$ cat src/rtl/img_crop_stream.sv
// img_crop_stream
//   Streaming crop stage in front of the CNN input stream. It consumes a full
//   IN_ROWS x IN_COLS raster-order pixel stream and forwards only the
//   OUT_ROWS x OUT_COLS window whose top-left corner is (crop_y1, crop_x1).
//   Every other pixel is accepted and dropped. One frame is processed per
//   ap_start.
//
// Ports
//   ap_clk, ap_rst            clock (rising edge); asynchronous active-high reset
//   ap_start                  start one frame; only sampled while idle
//   ap_done, ap_ready         one-cycle pulse once the frame is consumed and the crop is emitted
//   ap_idle                   high while waiting for ap_start
//   crop_y1, crop_x1          window origin; clamped and latched on an accepted ap_start
//   in_tdata/tvalid/tready    full-frame input stream
//   out_tdata/tvalid/tready   cropped output stream (one-deep output register)
//
// Optional feature
//   Define CROP_TLAST_EN to add out_tlast. It is high with the final crop beat
//   and is held together with out_tdata while the output is stalled.
module img_crop_stream #(
    parameter int FP_TOTAL         = 16,
    parameter int IN_ROWS          = 100,
    parameter int IN_COLS          = 160,
    parameter int OUT_ROWS         = 48,
    parameter int OUT_COLS         = 48,
    parameter int IMG_ROW_BITWIDTH = 10,
    parameter int IMG_COL_BITWIDTH = 10
) (
    input  logic                        ap_clk,
    input  logic                        ap_rst,
    input  logic                        ap_start,
    output logic                        ap_done,
    output logic                        ap_idle,
    output logic                        ap_ready,
    input  logic [IMG_ROW_BITWIDTH-1:0] crop_y1,
    input  logic [IMG_COL_BITWIDTH-1:0] crop_x1,
    input  logic [FP_TOTAL-1:0]         in_tdata,
    input  logic                        in_tvalid,
    output logic                        in_tready,
    output logic [FP_TOTAL-1:0]         out_tdata,
    output logic                        out_tvalid,
    input  logic                        out_tready
`ifdef CROP_TLAST_EN
    ,
    output logic                        out_tlast
`endif
);

    // Window arithmetic is done one bit wider, so origin + size can never wrap.
    localparam int RB = IMG_ROW_BITWIDTH + 1;
    localparam int CB = IMG_COL_BITWIDTH + 1;

    localparam logic [RB-1:0] Y1_MAX = RB'(IN_ROWS - OUT_ROWS);
    localparam logic [CB-1:0] X1_MAX = CB'(IN_COLS - OUT_COLS);

    localparam logic [IMG_ROW_BITWIDTH-1:0] ROW_LAST = IMG_ROW_BITWIDTH'(IN_ROWS - 1);
    localparam logic [IMG_COL_BITWIDTH-1:0] COL_LAST = IMG_COL_BITWIDTH'(IN_COLS - 1);

    typedef enum logic [1:0] {S_IDLE, S_RUN, S_DRAIN, S_DONE} state_t;

    state_t state, state_nxt;

    logic [IMG_ROW_BITWIDTH-1:0] row, y1;
    logic [IMG_COL_BITWIDTH-1:0] col, x1;

    logic [RB-1:0] y1_req, y1_clamp, row_w, y1_w;
    logic [CB-1:0] x1_req, x1_clamp, col_w, x1_w;

    logic in_window, crop_last, last_pix;
    logic accept, load, out_valid_nxt;

    // Clamp the requested origin so the window always fits inside the frame.
    assign y1_req   = {1'b0, crop_y1};
    assign x1_req   = {1'b0, crop_x1};
    assign y1_clamp = (y1_req > Y1_MAX) ? Y1_MAX : y1_req;
    assign x1_clamp = (x1_req > X1_MAX) ? X1_MAX : x1_req;

    assign row_w = {1'b0, row};
    assign col_w = {1'b0, col};
    assign y1_w  = {1'b0, y1};
    assign x1_w  = {1'b0, x1};

    assign in_window = (row_w >= y1_w) && (row_w < y1_w + RB'(OUT_ROWS)) &&
                       (col_w >= x1_w) && (col_w < x1_w + CB'(OUT_COLS));
    assign crop_last = (row_w == y1_w + RB'(OUT_ROWS - 1)) &&
                       (col_w == x1_w + CB'(OUT_COLS - 1));
    assign last_pix  = (row == ROW_LAST) && (col == COL_LAST);

    // Out-of-window beats are always taken. An in-window beat waits only
    // while the output register is full and is not being drained this cycle.
    assign in_tready     = (state == S_RUN) && (!in_window || !out_tvalid || out_tready);
    assign accept        = in_tvalid && in_tready;
    assign load          = accept && in_window;
    assign out_valid_nxt = load || (out_tvalid && !out_tready);

    always_comb begin
        state_nxt = state;
        ap_done   = 1'b0;
        ap_ready  = 1'b0;
        ap_idle   = 1'b0;
        case (state)
            S_IDLE: begin
                ap_idle = 1'b1;
                if (ap_start) state_nxt = S_RUN;
            end
            S_RUN: begin
                if (accept && last_pix) state_nxt = out_valid_nxt ? S_DRAIN : S_DONE;
            end
            S_DRAIN: begin
                if (out_tvalid && out_tready) state_nxt = S_DONE;
            end
            S_DONE: begin
                ap_done   = 1'b1;
                ap_ready  = 1'b1;
                state_nxt = S_IDLE;
            end
            default: state_nxt = S_IDLE;
        endcase
    end

    always_ff @(posedge ap_clk or posedge ap_rst) begin
        if (ap_rst) begin
            state <= S_IDLE;
            row   <= '0;
            col   <= '0;
            y1    <= '0;
            x1    <= '0;
        end else begin
            state <= state_nxt;
            if (state == S_IDLE && ap_start) begin
                y1  <= y1_clamp[RB-2:0];
                x1  <= x1_clamp[CB-2:0];
                row <= '0;
                col <= '0;
            end else if (accept) begin
                if (col == COL_LAST) begin
                    col <= '0;
                    row <= row + 1'b1;
                end else begin
                    col <= col + 1'b1;
                end
            end
        end
    end

    // One-deep output register. A load in the same cycle as a drain keeps
    // valid high with the new pixel.
    always_ff @(posedge ap_clk or posedge ap_rst) begin
        if (ap_rst) begin
            out_tdata  <= '0;
            out_tvalid <= 1'b0;
`ifdef CROP_TLAST_EN
            out_tlast  <= 1'b0;
`endif
        end else if (load) begin
            out_tdata  <= in_tdata;
            out_tvalid <= 1'b1;
`ifdef CROP_TLAST_EN
            out_tlast  <= crop_last;
`endif
        end else if (out_tvalid && out_tready) begin
            out_tvalid <= 1'b0;
`ifdef CROP_TLAST_EN
            out_tlast  <= 1'b0;
`endif
        end
    end

`ifndef CROP_TLAST_EN
    // crop_last only drives out_tlast. Fold it into an unused sink otherwise.
    logic unused_crop_last;
    assign unused_crop_last = crop_last;
`endif

endmodule

$ cat config.mk
export PLATFORM = sky130hd
export DESIGN_NAME = img_crop_stream
export DESIGN_NICKNAME = d
export VERILOG_FILES = /design/src/rtl/img_crop_stream.sv
export SDC_FILE = /design/constraint.sdc
export NUM_CORES = 1
export LEC_CHECK = 0
export BUFFER_PORTS_ARGS = -buffer_cell sky130_fd_sc_hd__buf_2
export CAP_MARGIN = 20
export CORE_MARGIN = 8
export CORE_UTILIZATION = 60
export CTS_BUF_LIST = sky130_fd_sc_hd__clkbuf_8
export CTS_CLUSTER_SIZE = 25
export DETAILED_ROUTE_END_ITERATION = 16
export PLACE_DENSITY_LB_ADDON = 0.15
export REMOVE_ABC_BUFFERS = 1
export SYNTH_ARGS = -nofsm -noshare
export SYNTH_HDL_FRONTEND = slang
export SYNTH_SLANG_ARGS = --single-unit
$ cat constraint.sdc
create_clock -name ap_clk -period 6.5 [get_ports ap_clk]
set_input_delay 0.975 -clock ap_clk [delete_from_list [all_inputs] [get_ports ap_clk]]
set_output_delay 0.975 -clock ap_clk [all_outputs]
set_load 0.01 [all_outputs]
==> summary.md <==
| Metric | Value |
|---|---|
| Status | completed |
| RSZ-0062 raised after global routing | false |
| Total global routing overflow | 0 |
| CTS tree | done |
| Number of top-level pins | 62 |
| Hold buffer count at cts | 0 |
| Startpoint types | flip-flop |
| Die Area | 9153 µm² |
| Cell Rows | 29 |
| First-pass GRT wire length | 14.92 mm |
| Worst-path clk slew | 70 ps |
| Clock root buffer | clkbuf_8 |
| Final setup viols | 0 |
| Grt met3 use | 0.05197 |
| Post-CTS Setup Bufs | 0 |
| Routed WL | 8.803 mm |
| Initial DRC count | 105 |
| CP endpoint kind | output pin |
| Synth-to-Final Area Change | 16.36% |
| Post-cts sizing count | 0 |
| Pwr Density | 294.5 nW/µm² |
| Reg2Reg Depth | 11 |
| Met2 usage in global routing | 0.3371 |
| Wire length per cell | 16.58 µm |
| CTS Buf Count | 9 |
| Switching pwr | 0.4592 mW |
| Multiplexer area fraction after synthesis | 0.06110 |
| Die Span Y | 95.67 µm |
| WP data arrival | 2940 ps |
| VDD IR-drop max | 221.0 µV |
| WS Path Type | flip-flop to output pin |
| Crit. Startpoint | y1[4]$_DFFE_PP0P_ |
| Initial Util | 0.6103 |
| Commonest non-fill, non-tap cell in the layout | buf_2 |
| Fillers | 485 |
| Critical path required time | 5520 ps |
| Initial antenna violation count | 0 |
| Post-synthesis compound-gate area fraction | 0.1685 |
| Area of the mapped netlist | 3809 µm² |
| Final Cycle Share | 0.6027 |
| Sequential-to-total area share from yosys stat | 0.3876 |
| # diodes | 0 |
| Hold slack final | 501.8 ps |
| Placed cell areas | 4168 µm² |
| Critical-path top delay cell | o41a_2 |
| Layout cells sized above 1 | 0.2599 |
| Via/cell ratio | 6.040 |
| Clk_skew | 10.27 ps |
| H-tree levels | 3 |
| Switching Share | 0.3518 |
| Simple-gate share of the synthesized area | 0.1823 |
| Synthesized flop and latch total | 59 |
| Die Wd | 95.67 µm |
| Crit-path max FO | 5 |
| Most frequent CP cell | ha_1 |
| Hold path depth | 1 |
| GP Congestion | 0.8578 |
| Reg2reg end | out_tdata[3]$_DFFE_PP0P_ |
| GR Util met1 | 0.2541 |
| Layer with the highest usage | met2 |
| Vias in the first global route | 3279 |
| Max-cap violations | 0 |
| Clock Latency Late Sink | 340 ps |
| FF-to-FF Start | y1[4]$_DFFE_PP0P_ |
| Clk pwr share | 0.323 |
| Drc violations | 0 |
| Pre-antenna DRT Iters | 5 |
| DRT antenna net count | 0 |
| XOR/XNOR Fraction of Synth Area | 0.01840 |
| Synth area leaders | dfrtp_1 39%, ha_1 13%, mux2_4 3.2% |
| Final instance area | 4432 µm² |
| Synth warn | 0 |
| Comb pwr share | 0.327 |
| Count of cell types in the netlist | 62 |
| Mean Syn Cell Area | 9.893 µm² |
| HP Class | flip-flop to flip-flop |
| LEAKAGE | 2.211 nW |
| Worst setup path endpoint | in_tready |
| Post-route setup TNS | 0 ps |
| Synth area leader | dfrtp_1 |
| Largest family of logic cells by synthesized area | simple AND/OR/NAND/NOR gates |
| CP peak stage delay | 510 ps |
| R2R setup slack | 3010 ps |
| Measured slew at the worst slew-check pin | 933.6 ps |
| Power Internal | 0.8461 mW |
| Clock buffer depth | 2 |
| Share of the synthesized area in the top cell type | 0.3876 |
| GRT Total Usage | 0.2063 |
| Period minus WS final | 3918 ps |
| FF+latch area | 1476 µm² |
| Async S/R FF share, synth | 1.000 |
| Number of synthesized flops with an enable pin | 0 |
| Slew margin rel. | 0.3776 |
| Final hold viol count | 0 |
| Core ar. | 6241 µm² |
| Vias | 3207 |
| Most frequent cells in the layout | 61 x buf_2, 59 x dfrtp_1, 40 x ha_1 |
| Largest net degree at the start of global routing | 60 |
| Post-route insts no fill | 531 |
| IO buf count | 61 |
| Slew Limit Fails | 0 |
| Layout Utilization | 0.7101 |
| Placed Cells incl. Taps | 514 |
| Mapped Cells | 385 |
| Fmax | 255.2 MHz |
| DP HPWL | 6.375 mm |
| Area taken by multi-input logic gates | 2151 µm² |
| Ys flop type | dfrtp_1 |
| Crit-path cells | inv_1 -> ha_1 -> and3b_4 -> xnor2_1 -> ha_1 -> nand3_1 -> nand2_1 -> a22oi_2 -> o211ai_2 -> o41a_2 -> buf_2 |
| NumNets Final | 530 |
| Clk sink count | 59 |
| Adder-cell share of the synthesized area | 0.1314 |
| Sequential Power Share | 0.350 |
[worst max-delay path, delay by kind of cell (launching register included)]
kind	cells	cell delay, ps
compound gates	3	860
buf+inv	2	240
fa+ha+maj	2	490
xor+xnor	1	130
simple gates	3	470
flops	1	400
[stage by stage]
stage | total power [mW] | setup slack (ps)
2_1_floorplan | 0.7499 | 2662
3_3_place_gp | 0.8653 | 3031
3_5_place_dp | 0.8836 | 2957
4_1_cts | 1.308 | 2567
5_1_grt | 1.396 | 2420
6_report | 1.305 | 2582
[power groups by stage]
stage | clock network [mW] | registers [mW] | logic (mW)
floorplan | 0 | 0.450 | 0.300
global placement | 0 | 0.460 | 0.406
detailed placement | 0 | 0.463 | 0.420
CTS | 0.428 | 0.456 | 0.424
global route | 0.446 | 0.463 | 0.487
finish | 0.421 | 0.457 | 0.427
[area by class of cell]
class / instances / share of cell area
clock buffers: 9 / 0.02795
clock inverters: 7 / 0.02823
inverters: 31 / 0.02626
multi-input cells: 283 / 0.4853
flip-flops and latches: 59 / 0.3331
well taps: 77 / 0.02174
repair buffers: 65 / 0.07736
[metal layers]
metal | up-vias | part of all wire | wire, µm
li1 | 1542 | - | -
met1 | 1570 | 0.43 | 3776
met2 | 78 | 0.50 | 4427
met3 | 17 | 0.049 | 429
met4 | 0 | 0.019 | 170
met5 | - | 0 | 0
[how the worst min path moves through the flow]
stage,startpoint,end,slack (ps)
global route,out_tdata[3]$_DFFE_PP0P_,out_tdata[3]$_DFFE_PP0P_,530
CTS,out_tdata[13]$_DFFE_PP0P_,out_tdata[13]$_DFFE_PP0P_,510
finish,out_tdata[13]$_DFFE_PP0P_,out_tdata[13]$_DFFE_PP0P_,500
global placement,out_tdata[13]$_DFFE_PP0P_,out_tdata[13]$_DFFE_PP0P_,480
detailed placement,out_tdata[13]$_DFFE_PP0P_,out_tdata[13]$_DFFE_PP0P_,490
floorplan,x1[0]$_DFFE_PP0P_,x1[0]$_DFFE_PP0P_,480
[synth_stat cells (4+ instances only)]
master    instances
o21ai_0          22
nor2b_1           4
mux2_2           10
nand2b_1          5
mux2_4            8
a22o_1            8
dfrtp_1          59
nand4_1           9
nand3_1          21
or3_1             4
or4_1            10
clkbuf_1          6
xnor2_1           6
inv_1            31
ha_1             40
and2_1            4
nor2_1           17
a21oi_1          21
nand2_1          28
o211ai_1         11
[kinds of logic (layout without fill, tap and decap cells)]
logic type                 count (synthesis)  after routing
AOI/OAI and AO/OA                         93             93
buffers and inverters                     43            112
DFF                                       59             59
xor gates and xnor gates                   8              8
adders and majority gates                 40             40
and+or+nand+nor                          124            124
muxes                                     18             18
[sequential cells by signal, indices dropped and copies added, names as in the netlist]
register,flops
out_tdata,16
x1,10
out_tvalid,1
row,10
col,10
state,2
y1,10
Note: power is estimated with default switching activity, not from simulation.
